[src/rtl/hilo_muldiv_ctrl_pkg.sv]
// Shared encodings for the HI/LO multiply/divide sequencer.
package hilo_muldiv_ctrl_pkg;

  localparam logic [2:0] MD_MULT  = 3'd0;
  localparam logic [2:0] MD_MULTU = 3'd1;
  localparam logic [2:0] MD_DIV   = 3'd2;
  localparam logic [2:0] MD_DIVU  = 3'd3;
  localparam logic [2:0] MD_MTHI  = 3'd4;
  localparam logic [2:0] MD_MTLO  = 3'd5;

  localparam int unsigned DIV_ITER = 32;

  typedef enum logic [2:0] {
    ST_IDLE      = 3'd0,
    ST_MUL       = 3'd1,
    ST_DIV_START = 3'd2,
    ST_DIV_WAIT  = 3'd3,
    ST_DIV_CAP   = 3'd4
  } md_state_t;

  function automatic logic md_is_signed(input logic [2:0] op);
    return (op == MD_MULT) || (op == MD_DIV);
  endfunction

endpackage

[src/rtl/hilo_muldiv_ctrl_if.sv]
// Request/response and Divider-side signals of the HI/LO sequencer.
interface hilo_muldiv_ctrl_if #(parameter int DATA_W = 32);

  logic              op_valid;
  logic [2:0]        op_code;
  logic [DATA_W-1:0] rs_val;
  logic [DATA_W-1:0] rt_val;
  logic              flush;
  logic              op_ready;
  logic              busy;
  logic              done;
  logic [DATA_W-1:0] hi;
  logic [DATA_W-1:0] lo;
  logic [DATA_W-1:0] div_dividend;
  logic [DATA_W-1:0] div_divisor;
  logic              div_sign;
  logic              div_start;
  logic              div_busy;
  logic [DATA_W-1:0] div_q;
  logic [DATA_W-1:0] div_r;

  modport slave (
    input  op_valid, op_code, rs_val, rt_val, flush, div_busy, div_q, div_r,
    output op_ready, busy, done, hi, lo, div_dividend, div_divisor, div_sign, div_start
  );

  modport master (
    output op_valid, op_code, rs_val, rt_val, flush, div_busy, div_q, div_r,
    input  op_ready, busy, done, hi, lo, div_dividend, div_divisor, div_sign, div_start
  );

endinterface

[src/rtl/hilo_muldiv_ctrl_regfile.sv]
// Architectural HI/LO register pair with independent write enables.
module hilo_regfile #(
  parameter int DATA_W = 32
) (
  input  logic              clk,
  input  logic              rst_n,
  input  logic              hi_we,
  input  logic              lo_we,
  input  logic [DATA_W-1:0] hi_d,
  input  logic [DATA_W-1:0] lo_d,
  output logic [DATA_W-1:0] hi,
  output logic [DATA_W-1:0] lo
);

  always_ff @(posedge clk or negedge rst_n) begin
    if (!rst_n) begin
      hi <= '0;
      lo <= '0;
    end else begin
      if (hi_we) hi <= hi_d;
      if (lo_we) lo <= lo_d;
    end
  end

endmodule

[src/rtl/hilo_muldiv_ctrl.sv]
// MULT/DIV/MTHI/MTLO sequencer: inline multiplier, drives the iterative
// Divider and owns HI/LO.
module hilo_muldiv_ctrl
  import hilo_muldiv_ctrl_pkg::*;
#(
  parameter int DATA_W        = 32,
  parameter bit DIV_ZERO_SKIP = 1'b1
) (
  input logic          clk,
  input logic          rst_n,
  hilo_muldiv_ctrl_if.slave bus
);

  md_state_t           state;
  logic [DATA_W-1:0]   mul_a, mul_b;
  logic                mul_signed;
  logic [DATA_W-1:0]   dvd, dvs;
  logic                dsign;
  logic                busy_q;
  logic                done_q;
  logic                start_q;

  logic                accept;
  logic                div_fall;
  logic [2*DATA_W-1:0] prod;
  logic                hi_we, lo_we;
  logic [DATA_W-1:0]   hi_d, lo_d;

  assign accept   = (state == ST_IDLE) && bus.op_valid && !bus.flush;
  assign div_fall = busy_q && !bus.div_busy;

  always_comb begin
    prod  = {{DATA_W{mul_signed & mul_a[DATA_W-1]}}, mul_a} *
            {{DATA_W{mul_signed & mul_b[DATA_W-1]}}, mul_b};
    hi_we = 1'b0;
    lo_we = 1'b0;
    hi_d  = bus.rs_val;
    lo_d  = bus.rs_val;
    unique case (state)
      ST_IDLE: begin
        if (accept && bus.op_code == MD_MTHI) hi_we = 1'b1;
        if (accept && bus.op_code == MD_MTLO) lo_we = 1'b1;
      end
      ST_MUL: begin
        if (!bus.flush) begin
          hi_we = 1'b1;
          lo_we = 1'b1;
          hi_d  = prod[2*DATA_W-1:DATA_W];
          lo_d  = prod[DATA_W-1:0];
        end
      end
      ST_DIV_WAIT: begin
        // Divider results are only valid in its ready cycle, so capture here
        // rather than one cycle later in DIV_CAP.
        if (!bus.flush && div_fall) begin
          hi_we = 1'b1;
          lo_we = 1'b1;
          hi_d  = bus.div_r;
          lo_d  = bus.div_q;
        end
      end
      default: ;
    endcase
  end

  always_ff @(posedge clk or negedge rst_n) begin
    if (!rst_n) begin
      state      <= ST_IDLE;
      mul_a      <= '0;
      mul_b      <= '0;
      mul_signed <= 1'b0;
      dvd        <= '0;
      dvs        <= '0;
      dsign      <= 1'b0;
      busy_q     <= 1'b0;
      done_q     <= 1'b0;
      start_q    <= 1'b0;
    end else begin
      done_q  <= 1'b0;
      start_q <= 1'b0;
      if (state != ST_IDLE && bus.flush) begin
        state <= ST_IDLE;
      end else begin
        unique case (state)
          ST_IDLE: begin
            if (accept) begin
              case (bus.op_code)
                MD_MULT, MD_MULTU: begin
                  mul_a      <= bus.rs_val;
                  mul_b      <= bus.rt_val;
                  mul_signed <= md_is_signed(bus.op_code);
                  state      <= ST_MUL;
                end
                MD_DIV, MD_DIVU: begin
                  dvd   <= bus.rs_val;
                  dvs   <= bus.rt_val;
                  dsign <= md_is_signed(bus.op_code);
                  if (DIV_ZERO_SKIP && bus.rt_val == '0) begin
                    done_q <= 1'b1;
                  end else begin
                    start_q <= 1'b1;
                    busy_q  <= 1'b0;
                    state   <= ST_DIV_START;
                  end
                end
                MD_MTHI, MD_MTLO: done_q <= 1'b1;
                default: ;
              endcase
            end
          end
          ST_MUL: begin
            done_q <= 1'b1;
            state  <= ST_IDLE;
          end
          ST_DIV_START: begin
            busy_q <= 1'b0;
            state  <= ST_DIV_WAIT;
          end
          ST_DIV_WAIT: begin
            busy_q <= bus.div_busy;
            if (div_fall) begin
              done_q <= 1'b1;
              state  <= ST_DIV_CAP;
            end
          end
          ST_DIV_CAP: state <= ST_IDLE;
          default:    state <= ST_IDLE;
        endcase
      end
    end
  end

  assign bus.op_ready     = (state == ST_IDLE);
  assign bus.busy         = (state != ST_IDLE);
  assign bus.done         = done_q;
  assign bus.div_start    = start_q;
  assign bus.div_dividend = dvd;
  assign bus.div_divisor  = dvs;
  assign bus.div_sign     = dsign;

  hilo_regfile #(
    .DATA_W(DATA_W)
  ) u_hilo (
    .clk   (clk),
    .rst_n (rst_n),
    .hi_we (hi_we),
    .lo_we (lo_we),
    .hi_d  (hi_d),
    .lo_d  (lo_d),
    .hi    (bus.hi),
    .lo    (bus.lo)
  );

endmodule

[src/flat_wrapper.sv]
// flat-port wrapper written by rule: the top's interface ports become plain ports
module hilo_muldiv_ctrl_flat import hilo_muldiv_ctrl_pkg::*;
#(
  parameter int DATA_W        = 32,
  parameter bit DIV_ZERO_SKIP = 1'b1
)
  (clk, rst_n, bus_op_valid, bus_op_code, bus_rs_val, bus_rt_val, bus_flush, bus_div_busy, bus_div_q, bus_div_r, bus_op_ready, bus_busy, bus_done, bus_hi, bus_lo, bus_div_dividend, bus_div_divisor, bus_div_sign, bus_div_start);
  hilo_muldiv_ctrl_if #(.DATA_W(DATA_W)) bus_i ();
  input logic clk;
  input logic rst_n;
  input wire logic [$bits(bus_i.op_valid)-1:0] bus_op_valid;
  input wire logic [$bits(bus_i.op_code)-1:0] bus_op_code;
  input wire logic [$bits(bus_i.rs_val)-1:0] bus_rs_val;
  input wire logic [$bits(bus_i.rt_val)-1:0] bus_rt_val;
  input wire logic [$bits(bus_i.flush)-1:0] bus_flush;
  input wire logic [$bits(bus_i.div_busy)-1:0] bus_div_busy;
  input wire logic [$bits(bus_i.div_q)-1:0] bus_div_q;
  input wire logic [$bits(bus_i.div_r)-1:0] bus_div_r;
  output wire logic [$bits(bus_i.op_ready)-1:0] bus_op_ready;
  output wire logic [$bits(bus_i.busy)-1:0] bus_busy;
  output wire logic [$bits(bus_i.done)-1:0] bus_done;
  output wire logic [$bits(bus_i.hi)-1:0] bus_hi;
  output wire logic [$bits(bus_i.lo)-1:0] bus_lo;
  output wire logic [$bits(bus_i.div_dividend)-1:0] bus_div_dividend;
  output wire logic [$bits(bus_i.div_divisor)-1:0] bus_div_divisor;
  output wire logic [$bits(bus_i.div_sign)-1:0] bus_div_sign;
  output wire logic [$bits(bus_i.div_start)-1:0] bus_div_start;
  assign bus_i.op_valid = bus_op_valid;
  assign bus_i.op_code = bus_op_code;
  assign bus_i.rs_val = bus_rs_val;
  assign bus_i.rt_val = bus_rt_val;
  assign bus_i.flush = bus_flush;
  assign bus_i.div_busy = bus_div_busy;
  assign bus_i.div_q = bus_div_q;
  assign bus_i.div_r = bus_div_r;
  assign bus_op_ready = bus_i.op_ready;
  assign bus_busy = bus_i.busy;
  assign bus_done = bus_i.done;
  assign bus_hi = bus_i.hi;
  assign bus_lo = bus_i.lo;
  assign bus_div_dividend = bus_i.div_dividend;
  assign bus_div_divisor = bus_i.div_divisor;
  assign bus_div_sign = bus_i.div_sign;
  assign bus_div_start = bus_i.div_start;
  hilo_muldiv_ctrl #(.DATA_W(DATA_W), .DIV_ZERO_SKIP(DIV_ZERO_SKIP)) u_core (.clk(clk), .rst_n(rst_n), .bus(bus_i));
endmodule
[config.mk]
export PLATFORM = sky130hd
export DESIGN_NAME = hilo_muldiv_ctrl_flat
export DESIGN_NICKNAME = d
export VERILOG_FILES = /design/src/rtl/hilo_muldiv_ctrl_pkg.sv /design/src/rtl/hilo_muldiv_ctrl_if.sv /design/src/rtl/hilo_muldiv_ctrl_regfile.sv /design/src/rtl/hilo_muldiv_ctrl.sv /design/src/flat_wrapper.sv
export SDC_FILE = /design/constraint.sdc
export NUM_CORES = 2
export LEC_CHECK = 0
export ABC_CLOCK_PERIOD_IN_PS = 8400
export CAP_MARGIN = 20
export CORE_ASPECT_RATIO = 1.1
export CORE_MARGIN = 2
export CORE_UTILIZATION = 40
export CTS_CLUSTER_DIAMETER = 120
export CTS_CLUSTER_SIZE = 8
export DETAILED_ROUTE_END_ITERATION = 8
export GPL_TIMING_DRIVEN = 0
export PLACE_DENSITY_LB_ADDON = 0.15
export SLEW_MARGIN = 25
export SYNTH_ARGS = -nofsm -noshare
export SYNTH_HDL_FRONTEND = slang
export SYNTH_HIERARCHICAL = 1
export SYNTH_SLANG_ARGS = --single-unit
[constraint.sdc]
create_clock -name clk -period 8.4 [get_ports clk]
set_clock_uncertainty 0.1 [all_clocks]
set_input_delay 1.26 -clock clk [delete_from_list [all_inputs] [get_ports clk]]
set_output_delay 1.26 -clock clk [all_outputs]
set_load 0.05 [all_outputs]
# Yosys cells after proc, flatten, opt, wreduce, memory -nomap -nowiden
# Cells that the tools add are included.
dict set report op_classes {
  eq_ne 15
  n_reduce_logical 22
  bitwise 3
  muxes 33
  n_mul 1
}
# cell count
set op_table {}
lappend op_table {{$mux 32} 4}
lappend op_table {{$pmux 32 s2} 2}
lappend op_table {{$mul 33x33->64} 1}
lappend op_table {{$logic_not 32->1} 1}
lappend op_table {{$mux 1} 16}
lappend op_table {{$eq 3x2->1 const B} 4}
lappend op_table {{$mux 3} 4}
lappend op_table {{$pmux 1 s3} 4}
lappend op_table {{$reduce_and 4->1} 3}
lappend op_table {{$pmux 3 s3} 1}
lappend op_table {{$logic_and 1x1->1} 7}
lappend op_table {{$eq 3x1->1 const B} 2}
lappend op_table {{$eq 3x3->1 const B} 2}
lappend op_table {{$logic_not 3->1} 2}
lappend op_table {{$ne 3x1->1 const B} 2}
lappend op_table {{$pmux 3 s2} 1}
lappend op_table {{$reduce_bool 3->1} 2}
lappend op_table {{$reduce_or 2->1} 3}
lappend op_table {{$reduce_and 5->1} 1}
lappend op_table {{$ne 2x1->1 const B} 2}
lappend op_table {{$ne 4x1->1 const B} 1}
lappend op_table {{$ne 4x3->1 const B} 1}
lappend op_table {{$and 1x1->1} 2}
lappend op_table {{$logic_not 1->1} 2}
lappend op_table {{other kinds (4)} 4}
dict set report totals {
  elab_cells 86
  ff_bits 200
}

# Depth between registers and ports, before layout
dict set report depth {
  depth_word 6
  depth_mapped 32
}

# Hierarchy
# Netlist, hierarchy kept.
# module area_per_inst_um2 seq_area_each_um2 cells_each instances
set by_module_without_submodules {}
lappend by_module_without_submodules {hilo_muldiv_ctrl 44819.2 3403.3 4826 1}
lappend by_module_without_submodules {hilo_regfile 2690.1 1601.5 136 1}

# Least setup slack after synthesis
# No wires, ideal clock.
dict set report synth_path {
  path_kind {register -> register}
  start {register u_core.mul_a[31]}
  end {register u_core.u_hilo.hi[27]}
  path_buffers 2
  arrival_ns 8.271
  setup_time_ns 0.125
  path_slack_ns -0.096
  path_stages_with_launch 32
  cell_sequence {dfrtp_1 clkbuf_1 and2_1 clkbuf_1 nand2_1 inv_1 fa_1 inv_1 fa_1 inv_1 fa_1 fa_1 inv_1 fa_1 inv_1 fa_1 inv_1 fa_1 fa_1 inv_1 ha_1 nand4_1 nor2_1 nand2_1 o31ai_1 a211o_1 a2111oi_0 or3_1 o21ai_1 xor2_1 a21o_1 mux2_4}
}
dict set report synth_via {
  elab_chain_len 4
}
# element line
set synth_rtl {}
lappend synth_rtl {{start: declaration} hilo_muldiv_ctrl.sv:15} ;# logic [DATA_W-1:0] mul_a, mul_b;
lappend synth_rtl {{start signal: assignment} hilo_muldiv_ctrl.sv:89} ;# mul_a <= bus.rs_val;
lappend synth_rtl {{$and 1x1->1} hilo_muldiv_ctrl.sv:33} ;# prod = {{DATA_W{mul_signed & mul_a[DATA_W-1]}}, mul_a} *
lappend synth_rtl {{$mul 33x33->64 *} hilo_muldiv_ctrl.sv:33}
lappend synth_rtl {{$mux 32 *} hilo_muldiv_ctrl.sv:45} ;# if (!bus.flush) begin
lappend synth_rtl {{$pmux 32 s2 *} hilo_muldiv_ctrl.sv:39} ;# unique case (state)
lappend synth_rtl {{via u_core.hi_d[27]} hilo_muldiv_ctrl.sv:27} ;# logic [DATA_W-1:0] hi_d, lo_d;
lappend synth_rtl {{end signal: assignment} hilo_muldiv_ctrl_regfile.sv:20} ;# if (hi_we) hi <= hi_d;
lappend synth_rtl {{end: declaration} hilo_muldiv_ctrl_regfile.sv:11} ;# output logic [DATA_W-1:0] hi,
# The timed path passes the listed nets; every way through them passes the cells marked *.
# A chain may end at the register's enable or synchronous reset.

# Worst setup path in the final report
dict set report layout_path {
  start {register u_core.mul_signed}
  end {register u_core.u_hilo.hi[25]}
}
dict set report layout_via {
  elab_chain_len 4
  elab_cells_between_ends 5
  cone_classes {mul: 1; mux: 2; bitwise: 2}
}
# element line
set layout_rtl {}
lappend layout_rtl {{start: declaration} hilo_muldiv_ctrl.sv:16} ;# logic mul_signed;
lappend layout_rtl {{start signal: assignment} hilo_muldiv_ctrl.sv:91} ;# mul_signed <= md_is_signed(bus.op_code);
lappend layout_rtl {{$and 1x1->1 (on tied branches)} {hilo_muldiv_ctrl.sv:33, hilo_muldiv_ctrl.sv:34}}
lappend layout_rtl {{$mul 33x33->64 *} hilo_muldiv_ctrl.sv:33}
lappend layout_rtl {{$mux 32 *} hilo_muldiv_ctrl.sv:45}
lappend layout_rtl {{$pmux 32 s2 *} hilo_muldiv_ctrl.sv:39}
lappend layout_rtl {{via u_core.hi_d[25]} hilo_muldiv_ctrl.sv:27}
# Marks and branches as above.

==> flow_metrics.tcl <==
set metrics [dict create \
    drive_above_1_share_pct 14.66 \
    cts.sinks 200 \
    critPathSlowestCell "fa_2" \
    synth_xor_area_share_pct 1.383 \
    clk_pin_slew_ns 0.09 \
    fin_ws_ns -0.1851 \
    drc_errors 0 \
    ant_nets 0 \
    synthAdderAreaFrac_pct 53.07 \
    synth.top_cells.by_area "fa_1 (47%), dfrtp_1 (11%), inv_1 (8.9%), nand2_1 (6.2%), ha_1 (5.7%)" \
    synth_mux_area_share_pct 5.046 \
    cp_data_required_time_ns 8.66 \
    drt-wirelength-per-cell_um 28.99 \
    ys_ff_latch 200 \
    yosysWarnings 6 \
    antenna_found_initial 23 \
    num_vias 37322 \
    dp_hpwl_um 164700 \
    die_area_um2 121500 \
    status "complete, but fails checks" \
    yosys.area_share.simple_pct 12.97 \
    root_buffer "clkbuf_16" \
    hold_slack_ns 0.4095 \
    ioPinCount 269 \
    synth_top_area_share_pct 47.40 \
    grt_pass1_wl_um 286700 \
    drtIter0Drc 3309 \
    nets 6792 \
    fmaxAchievable_ghz 0.1165 \
    start_util_pct 40.34 \
    syn_inst 4962 \
    htreeDepth 4 \
    slew_violations 0 \
    period_minus_slack_ns 8.585 \
    holdBufCountCts 0 \
    core_area_um2 117800 \
    placed_area_um2 52220 \
    synth_nets 6438 \
    worst_pin_slew_ns 1.112 \
    crit_fanout 7 \
    cts-buffers-inserted 17 \
    hold_path_end "u_core/bus.div_sign$_DFFE_PN0P_" \
    grt_max_degree 78 \
    cts_tree "yes" \
    worst_path_most_repeated_cell "fa_1" \
    clk_latency_ns 0.49 \
    cp-end-kind "register" \
    synth_area_um2 47510 \
    critPathMaxStageDelay_ns 0.67 \
    worst_ep_arrival_time_ns 8.84 \
    slew_headroom_pct 25.86 \
    area_delta_synth_final_pct 17.13 \
    avgSynthCellArea_um2 9.575 \
    violations "negative setup slack" \
    synth.distinct_cells 71 \
    finalInstanceArea_um2 55650 \
    ff2ff_setup_slack_ns -0.19 \
    cp-startpoint "u_core/mul_signed$_DFFE_PN0P_" \
    hp-start "u_core/bus.div_sign$_DFFE_PN0P_" \
    path_class "reg -> reg" \
    gr-total-overflow 0 \
    yosysSeqAreaShare_pct 10.53 \
    rows 132 \
    grtUsageTotal_pct 33.40 \
    avgViaCountPerCell 5.424 \
    dr.pass1.iters 6 \
    synthArstFlopShare_pct 100.0 \
    hold_violations 0 \
    fp.dieH_um 365.5 \
    synth_top_family_by_area "adder cells" \
    postRouteWirelength_um 199500 \
    max_cap_viol_count 0 \
    synth_top_flop_cell "dfrtp_1" \
    timing.rr.end "u_core/u_hilo/hi[25]$_DFFE_PN0P_" \
    worstReg2RegStart "u_core/mul_signed$_DFFE_PN0P_" \
    gp_congestion 1.022 \
    synth_edf_count 0 \
    hold-path-cell-count 2 \
    finalSetupViolCount 7 \
    synth_compound_area_share_pct 5.433 \
    cts_buffer_depth 2 \
    min_path_type "reg -> reg" \
    synth_top_area_cell "fa_1" \
    port_buffers 267 \
    fin_crit_sh_pct 102.2 \
    rr_worst_depth 28 \
    cp-start-kind "register" \
    rsz0062_at_grt "true" \
    grt_pass1_vias 39923 \
    fp.dieW_um 332.6 \
]
[cells in the mapped netlist (13+ instances only)]
master,n
dfrtp_1,200
a22oi_1,26
xor2_1,24
xnor2_1,51
nand3_1,16
fa_1,1125
o21ai_0,56
nand2_1,791
clkbuf_1,275
mux2_1,20
inv_1,1132
nor2_1,72
mux2_2,112
o22ai_1,36
a31oi_1,13
ha_1,215
and2_1,348
mux2_4,60
and3_1,27
o21ai_1,30
a21o_1,44
nand4_1,15
a21oi_1,92
[area by class of cell]
cell class,count,area [µm²]
Antenna cell,11,27.53
Buffer,262,1907
Clock buffer,17,425.4
Clock inverter,15,172.7
Fill cell,11419,62110
Inverter,1132,4283
Multi-Input combinational cell,3337,38190
Sequential cell,200,5104
Tap cell,1541,1928
Timing Repair Buffer,366,3610
[layout by cell type (no fill, tap or decap), drive strengths merged, types with 8 or more instances in the layout]
cell type / n
and2: 349
a31oi: 13
nor2b: 10
or2: 11
nor4: 9
nand2b: 8
clkbuf: 211
nand2: 791
o21ai: 86
and3: 27
or3: 8
o21bai: 10
fa: 1125
clkdlybuf4s50: 266
diode: 11
nor3: 9
nand4: 16
mux2: 192
ha: 215
a21oi: 93
nand3: 16
inv: 1132
nor2: 72
xor2: 24
xnor2: 51
o22ai: 36
a21o: 45
dfrtp: 200
o21a: 9
buf: 167
clkinvlp: 9
a22oi: 26
a221oi: 9
[logic make-up after synthesis]
logic type      Yosys count
compound gates          397
xor+xnor                 75
fa+ha+maj              1340
buf+inv                1425
flops                   200
mux                     193
simple gates           1332
[critical path: cells and delay by family, from the launching register on]
family,cells,cell delay (ns)
multiplexers,1,0.27
XOR/XNOR,1,0.22
flip-flops,1,0.49
AND/OR/NAND/NOR,2,0.44
adder cells (fa/ha/maj),9,4.52
buffers and inverters,8,0.98
AO/OA/AOI/OAI,7,1.41
[registers in the layout, summed over array words and instances (netlist names)]
register	count
u_core/mul_signed	1
u_core/bus.div_sign	1
u_core/mul_a	32
u_core/mul_b	32
u_core/bus.div_dividend	32
u_core/busy_q	1
u_core/state	3
u_core/bus.div_start	1
u_core/u_hilo/lo	32
u_core/u_hilo/hi	32
u_core/bus.div_divisor	32
u_core/bus.done	1
[worst max path at each step]
stage | cells after the start | end
floorplan | 31 | u_core/u_hilo/hi[27]$_DFFE_PN0P_
finish | 28 | u_core/u_hilo/hi[25]$_DFFE_PN0P_
detailed placement | 30 | u_core/u_hilo/hi[27]$_DFFE_PN0P_
CTS | 27 | u_core/u_hilo/hi[27]$_DFFE_PN0P_
global route | 28 | u_core/u_hilo/hi[25]$_DFFE_PN0P_
global placement | 1 | u_core/bus.div_divisor[18]$_DFFE_PN0P_
[through the flow]
| stage | setup slack (ns) | cells | TNS, ns | util [%] |
|---|---|---|---|---|
| 5_1_grt | -0.2959 | 6873 | -1.746 | 47.24 |
| 2_1_floorplan | 0.02716 | 4962 | 0 | - |
| 3_5_place_dp | -2.608 | 6773 | -57.80 | 44.34 |
| 6_report | -0.1851 | 6881 | -0.8144 | 47.25 |
| 4_1_cts | -0.07651 | 6822 | -0.1811 | 46.28 |
| 3_3_place_gp | -3.617 | 6770 | -776.75 | 44.25 |
[layer usage]
layer | vias up | wire length, µm | GRT usage (%) | share of wire [%]
met3 | 488 | 14780 | 5.716 | 7.4
met4 | 14 | 14250 | 19.58 | 7.1
met2 | 1777 | 91380 | 53.03 | 46
met1 | 19636 | 79000 | 43.20 | 40
met5 | - | 99 | 0 | 0.050
li1 | 15407 | - | - | -
[repair_timing]
action                                  CTS  global route
pin swaps                                55            84
setup buffers                            48            48
endpoints found under the setup margin   43            35
resized for setup                       507           243
Power is not shown: default switching activity piles up to over one toggle a cycle in this logic, so the estimate is an artifact.
